[src/rtl/cordic_pkg.sv]
// Shared constants and helpers for the CORDIC datapath: word width, gain
// compensation seed, pi/2 scaling and the quadrant encoding used to fold a
// full-circle phase into the rotation pipeline's convergence range.
package cordic_pkg;

  // Data width of the phase, x, y and z paths.
  localparam int CORDIC_W = 16;

  // Upper phase bits that select the quadrant.
  localparam int CORDIC_QUAD_BITS = 2;

  // CORDIC gain compensation 0.607253 in Q2.13, used as the starting x.
  localparam logic signed [15:0] CORDIC_K_INIT = 16'sd4974;

  // pi/2 in Q2.13 radians, matching the arctan ROM scaling.
  localparam int CORDIC_HALF_PI_RAD = 12868;

  // Quadrant index taken from the top two phase bits.
  typedef enum logic [1:0] {
    QUAD_0 = 2'd0,
    QUAD_1 = 2'd1,
    QUAD_2 = 2'd2,
    QUAD_3 = 2'd3
  } quad_e;

  // Sign corrections applied to the final cos/sin results.
  typedef struct packed {
    logic cos_negate;
    logic sin_negate;
  } negate_t;

  // Quadrants 1 and 2 are reached by rotating half a turn from 3 and 0,
  // which flips the sign of both cos and sin.
  function automatic negate_t quad_negates(input quad_e q);
    negate_t n;
    n.cos_negate = (q == QUAD_1) || (q == QUAD_2);
    n.sin_negate = (q == QUAD_1) || (q == QUAD_2);
    return n;
  endfunction

  // Odd quadrants are folded by subtracting a quarter turn from the
  // remainder so the residual angle lands in [-pi/2, 0).
  function automatic logic quad_needs_offset(input quad_e q);
    return (q == QUAD_1) || (q == QUAD_3);
  endfunction

endpackage

[src/rtl/cordic_pipe_reg.sv]
// One valid/ready register slice. The slice loads when it is empty or when
// its current contents leave downstream in the same cycle, so a chain of
// these runs at one item per clock without bubbles. Payload holds while
// stalled and clears to zero on reset.
module cordic_pipe_reg #(
  parameter int PW = 8
) (
  input  logic          Clk,
  input  logic          Reset,
  input  logic          up_valid,
  output logic          up_ready,
  input  logic [PW-1:0] up_data,
  output logic          dn_valid,
  input  logic          dn_ready,
  output logic [PW-1:0] dn_data
);

  logic          valid_q;
  logic [PW-1:0] data_q;
  logic          load;

  assign up_ready = !valid_q || dn_ready;
  assign load     = up_valid && up_ready;
  assign dn_valid = valid_q;
  assign dn_data  = data_q;

  // Occupancy follows the upstream valid whenever the slot is free to take
  // a new item; the payload only changes on an actual transfer in.
  always_ff @(posedge Clk) begin
    if (Reset) begin
      valid_q <= 1'b0;
      data_q  <= '0;
    end else begin
      if (up_ready) begin
        valid_q <= up_valid;
      end
      if (load) begin
        data_q <= up_data;
      end
    end
  end

endmodule

[src/rtl/cordic_quadrant_map.sv]
// Front end of the CORDIC rotation pipeline. Stage 1 folds a full-circle
// phase into the residual range [-pi/2, pi/2) and records the final sign
// corrections; stage 2 scales the folded phase to Q2.13 radians and
// presents the initial x/y/z vector for the rotation stages.
module cordic_quadrant_map
  import cordic_pkg::*;
#(
  parameter int                  W           = CORDIC_W,
  parameter logic signed [W-1:0] K_INIT      = CORDIC_K_INIT,
  parameter int                  HALF_PI_RAD = CORDIC_HALF_PI_RAD
) (
  input  logic                Clk,
  input  logic                Reset,
  input  logic                In_valid,
  output logic                In_ready,
  input  logic [W-1:0]        In_phase,
  output logic                Out_valid,
  input  logic                Out_ready,
  output logic signed [W-1:0] Out_x,
  output logic signed [W-1:0] Out_y,
  output logic signed [W-1:0] Out_z,
  output logic                Out_cos_negate,
  output logic                Out_sin_negate
);

  // Remainder bits below the quadrant field; one quadrant is 2^FRAC counts.
  localparam int FRAC  = W - CORDIC_QUAD_BITS;
  localparam int PRODW = 2 * W - 1;

  localparam logic signed [W-1:0]     QUARTER_COUNTS = W'(2 ** FRAC);
  localparam logic signed [PRODW-1:0] HALF_PI_EXT    = PRODW'(HALF_PI_RAD);
  localparam logic signed [PRODW-1:0] ROUND_HALF     = PRODW'(2 ** (FRAC - 1));

  typedef struct packed {
    logic signed [W-1:0] s;
    negate_t             neg;
  } s1_t;

  typedef struct packed {
    logic signed [W-1:0] x;
    logic signed [W-1:0] y;
    logic signed [W-1:0] z;
    negate_t             neg;
  } s2_t;

  localparam int S1W = $bits(s1_t);
  localparam int S2W = $bits(s2_t);

  quad_e                     fold_quad;
  logic [FRAC-1:0]           fold_rem;
  s1_t                       s1_d;
  s1_t                       s1_q;
  logic [S1W-1:0]            s1_q_bits;
  logic                      s1_valid;
  logic                      s2_up_ready;

  logic signed [PRODW-1:0]   s_ext;
  logic signed [PRODW-1:0]   product;
  logic signed [PRODW-1:0]   rounded;
  s2_t                       s2_d;
  s2_t                       s2_q;
  logic [S2W-1:0]            s2_q_bits;

  // Quadrant fold: odd quadrants are pulled back by a quarter turn so the
  // residual is always in [-2^FRAC, 2^FRAC-1]; the top phase value folds to
  // -1 rather than wrapping.
  always_comb begin
    fold_quad = quad_e'(In_phase[W-1:FRAC]);
    fold_rem  = In_phase[FRAC-1:0];
    s1_d.s    = signed'({{CORDIC_QUAD_BITS{1'b0}}, fold_rem});
    if (quad_needs_offset(fold_quad)) begin
      s1_d.s = s1_d.s - QUARTER_COUNTS;
    end
    s1_d.neg = quad_negates(fold_quad);
  end

  cordic_pipe_reg #(
    .PW (S1W)
  ) u_stage1 (
    .Clk      (Clk),
    .Reset    (Reset),
    .up_valid (In_valid),
    .up_ready (In_ready),
    .up_data  (s1_d),
    .dn_valid (s1_valid),
    .dn_ready (s2_up_ready),
    .dn_data  (s1_q_bits)
  );

  assign s1_q = s1_t'(s1_q_bits);

  // Phase-to-radian scaling: one quadrant of counts maps to pi/2, so the
  // folded phase is multiplied by pi/2 and divided by 2^FRAC with
  // round-half-up. The product fits without saturation for any fold.
  always_comb begin
    s_ext    = PRODW'(s1_q.s);
    product  = s_ext * HALF_PI_EXT;
    rounded  = product + ROUND_HALF;
    s2_d.x   = K_INIT;
    s2_d.y   = '0;
    s2_d.z   = W'(rounded >>> FRAC);
    s2_d.neg = s1_q.neg;
  end

  cordic_pipe_reg #(
    .PW (S2W)
  ) u_stage2 (
    .Clk      (Clk),
    .Reset    (Reset),
    .up_valid (s1_valid),
    .up_ready (s2_up_ready),
    .up_data  (s2_d),
    .dn_valid (Out_valid),
    .dn_ready (Out_ready),
    .dn_data  (s2_q_bits)
  );

  assign s2_q           = s2_t'(s2_q_bits);
  assign Out_x          = s2_q.x;
  assign Out_y          = s2_q.y;
  assign Out_z          = s2_q.z;
  assign Out_cos_negate = s2_q.neg.cos_negate;
  assign Out_sin_negate = s2_q.neg.sin_negate;

endmodule

[config.mk]
export PLATFORM = sky130hd
export DESIGN_NAME = cordic_quadrant_map
export DESIGN_NICKNAME = d
export VERILOG_FILES = /design/src/rtl/cordic_pkg.sv /design/src/rtl/cordic_pipe_reg.sv /design/src/rtl/cordic_quadrant_map.sv
export SDC_FILE = /design/constraint.sdc
export NUM_CORES = 1
export LEC_CHECK = 0
export ABC_CLOCK_PERIOD_IN_PS = 5210
export BUFFER_PORTS_ARGS = -buffer_cell sky130_fd_sc_hd__buf_2
export CORE_MARGIN = 4
export CORE_UTILIZATION = 53
export DETAILED_ROUTE_END_ITERATION = 10
export GPL_TIMING_DRIVEN = 0
export PLACE_DENSITY = 0.83
export SLEW_MARGIN = 20
export SYNTH_ARGS = -nofsm -noshare
export SYNTH_HDL_FRONTEND = slang
export SYNTH_SLANG_ARGS = --single-unit
[constraint.sdc]
create_clock -name Clk -period 5.21 [get_ports Clk]
set_input_delay 0.521 -clock Clk [delete_from_list [all_inputs] [get_ports Clk]]
set_output_delay 0.521 -clock Clk [all_outputs]
set_load 0.02 [all_outputs]
* Word level (Yosys, flattened, before mapping)
Cells that the tools add are included.
Word-level totals: register bits after elaboration 39, input bits 20, output and inout port bits 52, logic and storage cells 19
Operators by class: add/sub/neg operators 2, $mul 1, equality and inequality tests 3, multiplexer cells 1, reduce and logical (&&, ||, !) cells 8
Operators with widths (number):
- adder 30 x 15 -> 30 bit, second input constant | 1
- multiplier 16 x 13 -> 28 bit, second input constant | 1
- two-way mux 16 bit | 1
- subtractor 14 x 15 -> 16 bit, second input constant | 1
- == test 2 bit, second input constant | 2
- logical OR 1 bit | 4
- == test 2 x 1 -> 1 bit, second input constant | 1
- logical AND 1 bit | 2
- zero test 1 bit | 2

* Depth between registers and ports, before layout
Gate-level depths: netlist of the first run.
depth in word-level cells 4, mapped depth 20, mapped depth without buffers 19

* By module
A second synthesis of the first run with hierarchy kept.
Second synthesis, totals: cells, all modules 695, area, all modules 6622.6 µm²
By module, submodules not included:
- cordic_quadrant_map | times used 1, cells each 377, area an instance 3432.0 µm², sequential area each 0.0 µm²
- cordic_pipe_reg at u_stage2 | times used 1, cells each 232, area an instance 2199.6 µm², sequential area each 1021.0 µm²
- cordic_pipe_reg at u_stage1 | times used 1, cells each 86, area an instance 991.0 µm², sequential area each 380.4 µm²

* Worst setup path before layout of the first run
Ideal clock, no wire load.
path kind reg-to-reg, from register u_stage1.data_q[3], in the netlist u_stage1.dn_data[3], to register u_stage2.data_q[17], in the netlist u_stage2.dn_data[17], setup time 0.088 ns, data arrival time 5.063 ns, data required time 5.122 ns, setup slack 0.058 ns, stages on the path, launching flop included 20, buffers on the path 1, period minus slack after synthesis 5.152 ns, cells stage by stage dfxtp_1 -> ha_1 -> inv_1 -> fa_1 -> inv_1 -> fa_1 -> fa_1 -> ha_1 -> ha_1 -> buf_6 -> a21o_1 -> a221oi_2 -> o2bb2ai_2 -> o41a_1 -> xor2_1 -> o21ai_1 -> nor4_4 -> o2111ai_1 -> a31o_1 -> a311oi_2
On the way: cells in the longest elaborated chain, start to end 2
RTL lines:
- start: declaration | RTL line cordic_pipe_reg.sv:19 | logic [PW-1:0] data_q;
- start signal: assignment | RTL line cordic_pipe_reg.sv:38 | data_q <= up_data;
- multiplier 16 x 13 -> 28 bit | RTL line cordic_quadrant_map.sv:97 | product = s_ext * HALF_PI_EXT;
- adder 30 x 15 -> 30 bit | RTL line cordic_quadrant_map.sv:98 | rounded = product + ROUND_HALF;
- end signal: assignment | RTL line cordic_pipe_reg.sv:38
- end: declaration | RTL line cordic_pipe_reg.sv:19
No other way between the ends. A chain may end at the register's enable or synchronous reset.

* Worst setup path in the final report of the first run
from register u_stage1.data_q[4], in the netlist u_stage1.dn_data[4], to register u_stage2.data_q[17], in the netlist u_stage2.dn_data[17]
The elaborated chain is that of the path after synthesis.

==> impl_results.md, run 1 <==
* Status: complete, no violations
* Final Cycle Share at between 90 and 100%
* Post-Syn Area at 4700 um2
* Fmax at between 150 and 200 MHz
* DR vias at around 4k
* GRT overflow at 0
* Die Y at 102 um
* Clock Sinks at 36
* P_leak at between 2 and 3 nW
* PnR worst setup slack at around 0.0061 ns
* Finished Layout Cells at 730
* Critical path class: flop to flop
* Gr usage total at between 10% and 20%
* Largest net degree at the start of global routing at 18
* Worst-Margin Slew at ~0.58 ns
* Setup TNS at 0 ns
* Place WS at -0.408 ns
* Die Footprint at between 10000 and 15000 um2
* Share of layout cells above drive strength 1 at roughly 30%
* Clock transition at path regs at 0.07 ns
* Final Net Count at approximately 750
* CTS tree: yes
* Final Slew Violations at 0
* Filler Cell Count at around 670
* Sequential area share after synthesis at 15.3%
* Root buf cell: clkbuf_8
* Yosys reg bits at 36
* Avg WL per Cell at roughly 14 um
* Detail-routed via count per cell at around 5.4
* DR pass1 iterations at 4
* Peak VDD IR at 0.147 mV
* DP Cell Count at approximately 700
* Synth Flop Type: dfxtp_1
* Vias in the first global route at ~3.7k
* RePlAce Congestion at slightly above 0.9
* Max Root-Sink Buffers at 2
* Max-capacitance violation count at 0
* Detailed placement HPWL at a little under 8000 um
* Rel. slew slack at between 60% and 70%
* DRC at 0
* Crit path launch type: flop
* Clk_skew at roughly 0.0064 ns
* Port Buffer Count at 46
* Remaining antenna violation count at 0
* Drt total wl at 10400 um
* N_diodes at 0
* Critical Path Sink Type: flop
* Die Wd at between 100 and 150 um
* EDFF count, synth at 0
* DRT iter0 DRCs at 190
* Count of cell types in the netlist at between 60 and 70
* Mapped Cells at roughly 530
* Hold Buf Count CTS at 0
* Hold WC Path Type: primary input to flop
* Synth async-reset ratio at 0%
* Core outline area at 8680 um2
* Site Rows at 34
* Multi-input logic area at between 3000 and 4000 um2
* First-pass GRT wire length at approximately 16000 um
* CTS Buf Count at 5
* Critical Path RT at approximately 5.4 ns
* Boundary pin count at 72
* Initial Utilization at between 50 and 60%
* RSZ-0062 raised after global routing: true
* Mean Syn Cell Area at a little under 9 um2
* Final min period at ~5.2 ns
* Clk Latency, worst-skew pair at approximately 0.30 ns
* Pwr/cell area at roughly 320 nW/um2
* H-tree levels at 2
* Register area at between 700 and 800 um2
* Syn-to-layout area delta at 21.5%
* Yosys warning total at 0
* Initial antenna violation count at 0
* Critical Path AT at around 5.4 ns
* Final setup viols at 0
* Crit path max fanout at 7
* Final hold violation count at 0
==> per-stage QoR <==
stage                     area [um2]  hold slack (ns)  util, %  total power (W)
after floorplan                 4790            0.465        -          0.00116
after global placement          5160            0.476     59.4          0.00131
after detailed placement        5160            0.490     59.4          0.00134
after CTS                       5460            0.428     62.9          0.00163
after global routing            5720            0.430     65.9          0.00194
final                           5720            0.440     65.9          0.00180
==> cells in the mapped netlist (2+ instances only) <==
master | number | area share (%)
nor2_1 | 37 | 3.0
o211ai_1 | 2 | 0.32
dfxtp_1 | 36 | 15
fa_1 | 32 | 14
o221ai_1 | 2 | 0.37
buf_4 | 33 | 5.3
and3_1 | 3 | 0.40
buf_1 | 2 | 0.16
and2b_1 | 2 | 0.32
o21ai_1 | 3 | 0.32
nor2b_1 | 6 | 0.80
nand3_1 | 10 | 1.1
buf_6 | 4 | 0.96
a31o_1 | 2 | 0.37
nand2_1 | 54 | 4.3
nor4_1 | 2 | 0.27
mux2_2 | 7 | 1.7
a21o_1 | 6 | 0.96
inv_1 | 30 | 2.4
a211oi_1 | 14 | 2.2
clkbuf_1 | 13 | 1.0
xnor2_1 | 31 | 5.8
or2_2 | 2 | 0.27
ha_1 | 73 | 19
and2_1 | 3 | 0.40
nand4_1 | 12 | 1.6
mux2i_1 | 8 | 1.7
and3_2 | 2 | 0.32
xor2_1 | 18 | 3.4
a21oi_1 | 32 | 3.4
nor3_1 | 6 | 0.64
o21ai_0 | 6 | 0.64
==> registers in the layout, indices dropped and copies added, names as in the netlist <==
register,flops
u_stage2.dn_data,18
u_stage1.dn_data,16
u_stage1.dn_valid,1
u_stage2.dn_valid,1
==> worst max-delay path, stage by stage, from the launching register on <==
cell	delay, ns
dfxtp_4	0.36
ha_4	0.26
inv_2	0.03
fa_1	0.52
inv_2	0.04
fa_1	0.47
fa_1	0.58
ha_4	0.22
ha_4	0.25
a21o_1	0.21
a221oi_4	0.38
o2bb2ai_4	0.13
o41a_1	0.42
xor2_2	0.22
o21ai_2	0.11
nor4_4	0.30
o2111ai_2	0.18
a31o_1	0.22
a311oi_2	0.21
==> final cells by class <==
cell class	count	area share (%)
multi-input combinational	430	68.2
sequential	36	12.9
timing repair buffer	69	7.11
tap	108	2.36
inverter	30	1.97
clock inverter	1	0.153
buffer	49	5.89
clock buffer	7	1.34
==> repair_timing <==
item,4_1_cts,5_1_grt
endpoints found under the hold margin,0,0
setup buffers,13,10
resized for setup,28,33
pin swaps,19,27
endpoints found under the setup margin,6,6
==> logic make-up (layout without fill, tap and decap cells) <==
kind of cell / after synthesis / in the layout / share of synthesized area [%]
AOI/OAI and AO/OA: 88 / 88 / 13.4
xor gates and xnor gates: 49 / 49 / 9.12
adders and majority gates: 105 / 105 / 33.0
buffers and inverters: 83 / 156 / 10.0
DFF: 36 / 36 / 15.3
muxes: 15 / 15 / 3.38
other: 1 / 24 / 0.0797
and+or+nand+nor: 149 / 149 / 15.7
==> worst paths after layout <==
| kind | startpoint | to | slack, ns | depth (start not counted) |
|---|---|---|---|---|
| setup / recovery | u_stage1.dn_data[4]$_SDFFE_PP0P_ | u_stage2.dn_data[17]$_SDFFE_PP0P_ | 0.006 | 18 |
| setup reg to reg | u_stage1.dn_data[4]$_SDFFE_PP0P_ | u_stage2.dn_data[17]$_SDFFE_PP0P_ | 0.006 | 18 |
| hold / removal | Reset | u_stage2.dn_data[15]$_SDFFE_PP0P_ | 0.44 | 2 |
| hold reg to reg | u_stage2.dn_data[12]$_SDFFE_PP0P_ | u_stage2.dn_data[12]$_SDFFE_PP0P_ | 0.50 | 2 |
==> placed cells by master, fill, tap and decap left out, types with 6 or more instances in the layout <==
cell and count:
inv_1 27, nand4_1 12, ha_4 12, a21o_1 6
fa_1 32, clkbuf_1 12, mux2i_1 8, nor2_1 36
mux2_2 7, nor3_1 6, conb_1 24, ha_1 60
buf_4 55, nand2_1 53, xnor2_1 29, xor2_1 13
dfxtp_1 25, a21oi_1 30, dfxtp_2 9, nand3_1 10
buf_2 46, a211oi_1 12
==> where the power goes <==
part | total, W | switching [W] | internal, W | leakage, nW
Combinational | 0.00127 | 0.000691 | 0.000582 | 2.44
Clock | 0.000200 | 0.000105 | 0.0000955 | 0.0424
Sequential | 0.000329 | 0.0000290 | 0.000300 | 0.301
Total | 0.00180 | 0.000825 | 0.000978 | 2.79
==> layer usage <==
metal  up-vias  share of wire [%]  wire, um  track usage (%)
li1       1942                  -         -                -
met1      1845                 43      4510             24.9
met2       113                 50      5210             33.3
met3        16                5.8       609             3.69
met4         0                1.2       121             5.55
met5         -                  0         0                0
(Power assumes the default switching activity.)
==> run 2, diff against run 1 <==
--- a/config.mk
+++ b/config.mk
@@ -12,6 +12,7 @@
 export DETAILED_ROUTE_END_ITERATION = 10
 export GPL_TIMING_DRIVEN = 0
 export PLACE_DENSITY = 0.83
+export RECOVER_POWER = 25
 export SLEW_MARGIN = 20
 export SYNTH_ARGS = -nofsm -noshare
 export SYNTH_HDL_FRONTEND = slang
==> run 2 against run 1 <==
Net effect:
- critical path depth is the same
- sequential share of layout area hardly changed
- fmax barely moved
- core utilization down 0.19 points
- clock skew hardly changed
==> impl_results.md, run 2 (synthesized netlist as in run 1, its figures left out) <==
* Fmax at 192 MHz (about the same)
* N_diodes at 0 (unchanged)
* Gr usage total at 19.4% (unchanged)
* Avg WL per Cell at 14.4 um (+0.33%)
* Status: complete, no violations
* CP Cell Sequence: ha_4 -> inv_2 -> fa_1 -> inv_2 -> fa_1 -> fa_1 -> ha_4 -> ha_4 -> a21o_1 -> a221oi_4 -> o2bb2ai_4 -> o41a_1 -> xor2_2 -> o21ai_2 -> nor4_4 -> o2111ai_2 -> a31o_1 -> a311oi_2
* Rel. slew slack at 61.4% (+0.066 points)
* Clock transition at path regs at 0.07 ns (about the same)
* Final min period at 5.20 ns (+0.000505 ns)
* Drt total wl at 10500 um (+0.33%)
* Port Buffer Count at 46 (unchanged)
* WP depth at 18 (unchanged)
* Place WS at -0.408 ns (unchanged)
* CTS tree: yes
* FF-to-FF End: u_stage2.dn_data[17]$_SDFFE_PP0P_
* R2R depth at 18 (unchanged)
* Hold WC Path Type: primary input to flop
* Clk Latency, worst-skew pair at 0.30 ns (about the same)
* Placed instance area at 5160 um2 (unchanged)
* CP Buf/Inv Count at 2 (unchanged)
* Max-capacitance violation count at 0 (unchanged)
* Detailed placement HPWL at 7890 um (unchanged)
* Crit path launch type: flop
* Initial Utilization at 54.2% (unchanged)
* Final Slew Violations at 0 (unchanged)
* Hold Buf Count CTS at 0 (unchanged)
* Initial antenna violation count at 0 (unchanged)
* First-pass GRT wire length at 16400 um (unchanged)
* RSZ-0062 raised after global routing: true
* Cell-internal power at 0.000975 W (-0.33%)
* Root buf cell: clkbuf_8
* Die Wd at 102 um (unchanged)
* Reg power frac at 18.3% (about the same)
* Core outline area at 8680 um2 (unchanged)
* Crit path max fanout at 7 (unchanged)
* Critical path class: flop to flop
* Most common cell after layout, fill and taps aside: ha_1
* Share of layout cells above drive strength 1 at 27.5% (-2.1 points)
* PnR worst setup slack at 0.00562 ns (-0.000505 ns)
* Critical Path Sink Type: flop
* Die Footprint at 10400 um2 (unchanged)
* Site Rows at 34 (unchanged)
* Final hold violation count at 0 (unchanged)
* H-tree levels at 2 (unchanged)
* Largest net degree at the start of global routing at 18 (unchanged)
* DR vias at 3915 (-0.026%)
* Final Net Count at 746 (unchanged)
* RePlAce Congestion at 0.914 (unchanged)
* Critical Path Max Stage Delay at 0.58 ns (about the same)
* Syn-to-layout area delta at 21.2%
* Crit path max-delay family: adder cells
* Detail-routed via count per cell at 5.36 (about the same)
* GRT overflow at 0 (unchanged)
* DR pass1 iterations at 4 (unchanged)
* DRC at 0 (unchanged)
* Peak VDD IR at 0.147 mV (about the same)
* Die Y at 102 um (unchanged)
* Final setup viols at 0 (unchanged)
* Max Root-Sink Buffers at 2 (unchanged)
* DRT iter0 DRCs at 190 (unchanged)
* Worst Setup SP: u_stage1.dn_data[4]$_SDFFE_PP0P_
* Clock Sinks at 36 (unchanged)
* Setup TNS at 0 ns (unchanged)
* Pwr/cell area at 316 nW/um2 (+0.16%)
* Final Cycle Share at 99.9% (about the same)
* Final Power at 0.00180 W (-0.13%)
* Design Area, Final at 5700 um2 (-0.28%)
* Crit-path slowest cell: fa_1
* Critical Path AT at 5.42 ns (about the same)
* CTS Buf Count at 5 (unchanged)
* Clock power frac at 11.1% (about the same)
* Boundary pin count at 72 (unchanged)
* Sw Ratio at 45.9% (+0.11 points)
* Setup crit end: u_stage2.dn_data[17]$_SDFFE_PP0P_
* Reg2reg start: u_stage1.dn_data[4]$_SDFFE_PP0P_
* Comb pwr share at 70.6% (about the same)
* Max FFs per register at 18 (unchanged)
* Hold WS at 0.440 ns (-0.0000660 ns)
* Critical Path RT at 5.43 ns (about the same)
* Vias in the first global route at 3673 (unchanged)
* Clk_skew at 0.00637 ns (-0.0000599 ns)
* Worst-Margin Slew at 0.579 ns (-0.000985 ns)
* Commonest cells after routing, fill and taps aside: 60 x ha_1, 55 x buf_4, 53 x nand2_1
* Sw power at 0.000826 W (+0.11%)
* Remaining antenna violation count at 0 (unchanged)
* Worst R2R Setup Slack at 0.006 ns (about the same)
* P_leak at 2.74 nW (-1.8%)
## run 2: power groups by stage
stage / sequential, W / clock, W / combinational (W)
floorplan: 0.000350 / 0 / 0.000809
finish: 0.000330 / 0.000200 / 0.00127
detailed placement: 0.000335 / 0 / 0.00101
global route: 0.000335 / 0.000213 / 0.00139
global placement: 0.000334 / 0 / 0.000979
CTS: 0.000329 / 0.000204 / 0.00110
## run 2: metrics by stage
step	util, %	std cells
after detailed placement	59.4	703
after CTS	62.9	721
final	65.7	730
after global routing	65.7	730
after floorplan	-	549
after global placement	59.4	703
## run 2: layout make-up
class                   count  area [um2]
plain buffers              49         337
clock buffers               7        76.3
clock inverters             1        8.76
fillers                   682        2980
inverters                  30         113
multi-input cells         430        3900
flip-flops and latches     36         739
well taps                 108         135
repair buffers             69         390
## run 2: worst min path at each step
stage                                      start                                 to  depth (start not counted)
2_1_floorplan   u_stage1.dn_data[1]$_SDFFE_PP0P_   u_stage2.dn_data[1]$_SDFFE_PP0P_                          2
3_3_place_gp    u_stage1.dn_data[1]$_SDFFE_PP0P_   u_stage2.dn_data[1]$_SDFFE_PP0P_                          2
3_5_place_dp   u_stage2.dn_data[12]$_SDFFE_PP0P_  u_stage2.dn_data[12]$_SDFFE_PP0P_                          2
4_1_cts                                    Reset  u_stage2.dn_data[17]$_SDFFE_PP0P_                          2
5_1_grt                                    Reset  u_stage2.dn_data[15]$_SDFFE_PP0P_                          2
6_report                                   Reset  u_stage2.dn_data[15]$_SDFFE_PP0P_                          2
## run 2: timing repair
item                       4_1_cts  5_1_grt
gates resized for setup         28       33
hold endpoints to repair         0        0
pin swaps                       19       27
setup endpoints to repair        6        6
setup buffers                   13       10
## run 2: per-layer routing
| layer | share of wire (%) | track usage [%] | vias up |
|---|---|---|---|
| met3 | 5.9 | 3.69 | 16 |
| li1 | - | - | 1942 |
| met2 | 50 | 33.3 | 113 |
| met5 | 0 | 0 | - |
| met1 | 43 | 24.9 | 1844 |
| met4 | 1.2 | 5.55 | 0 |
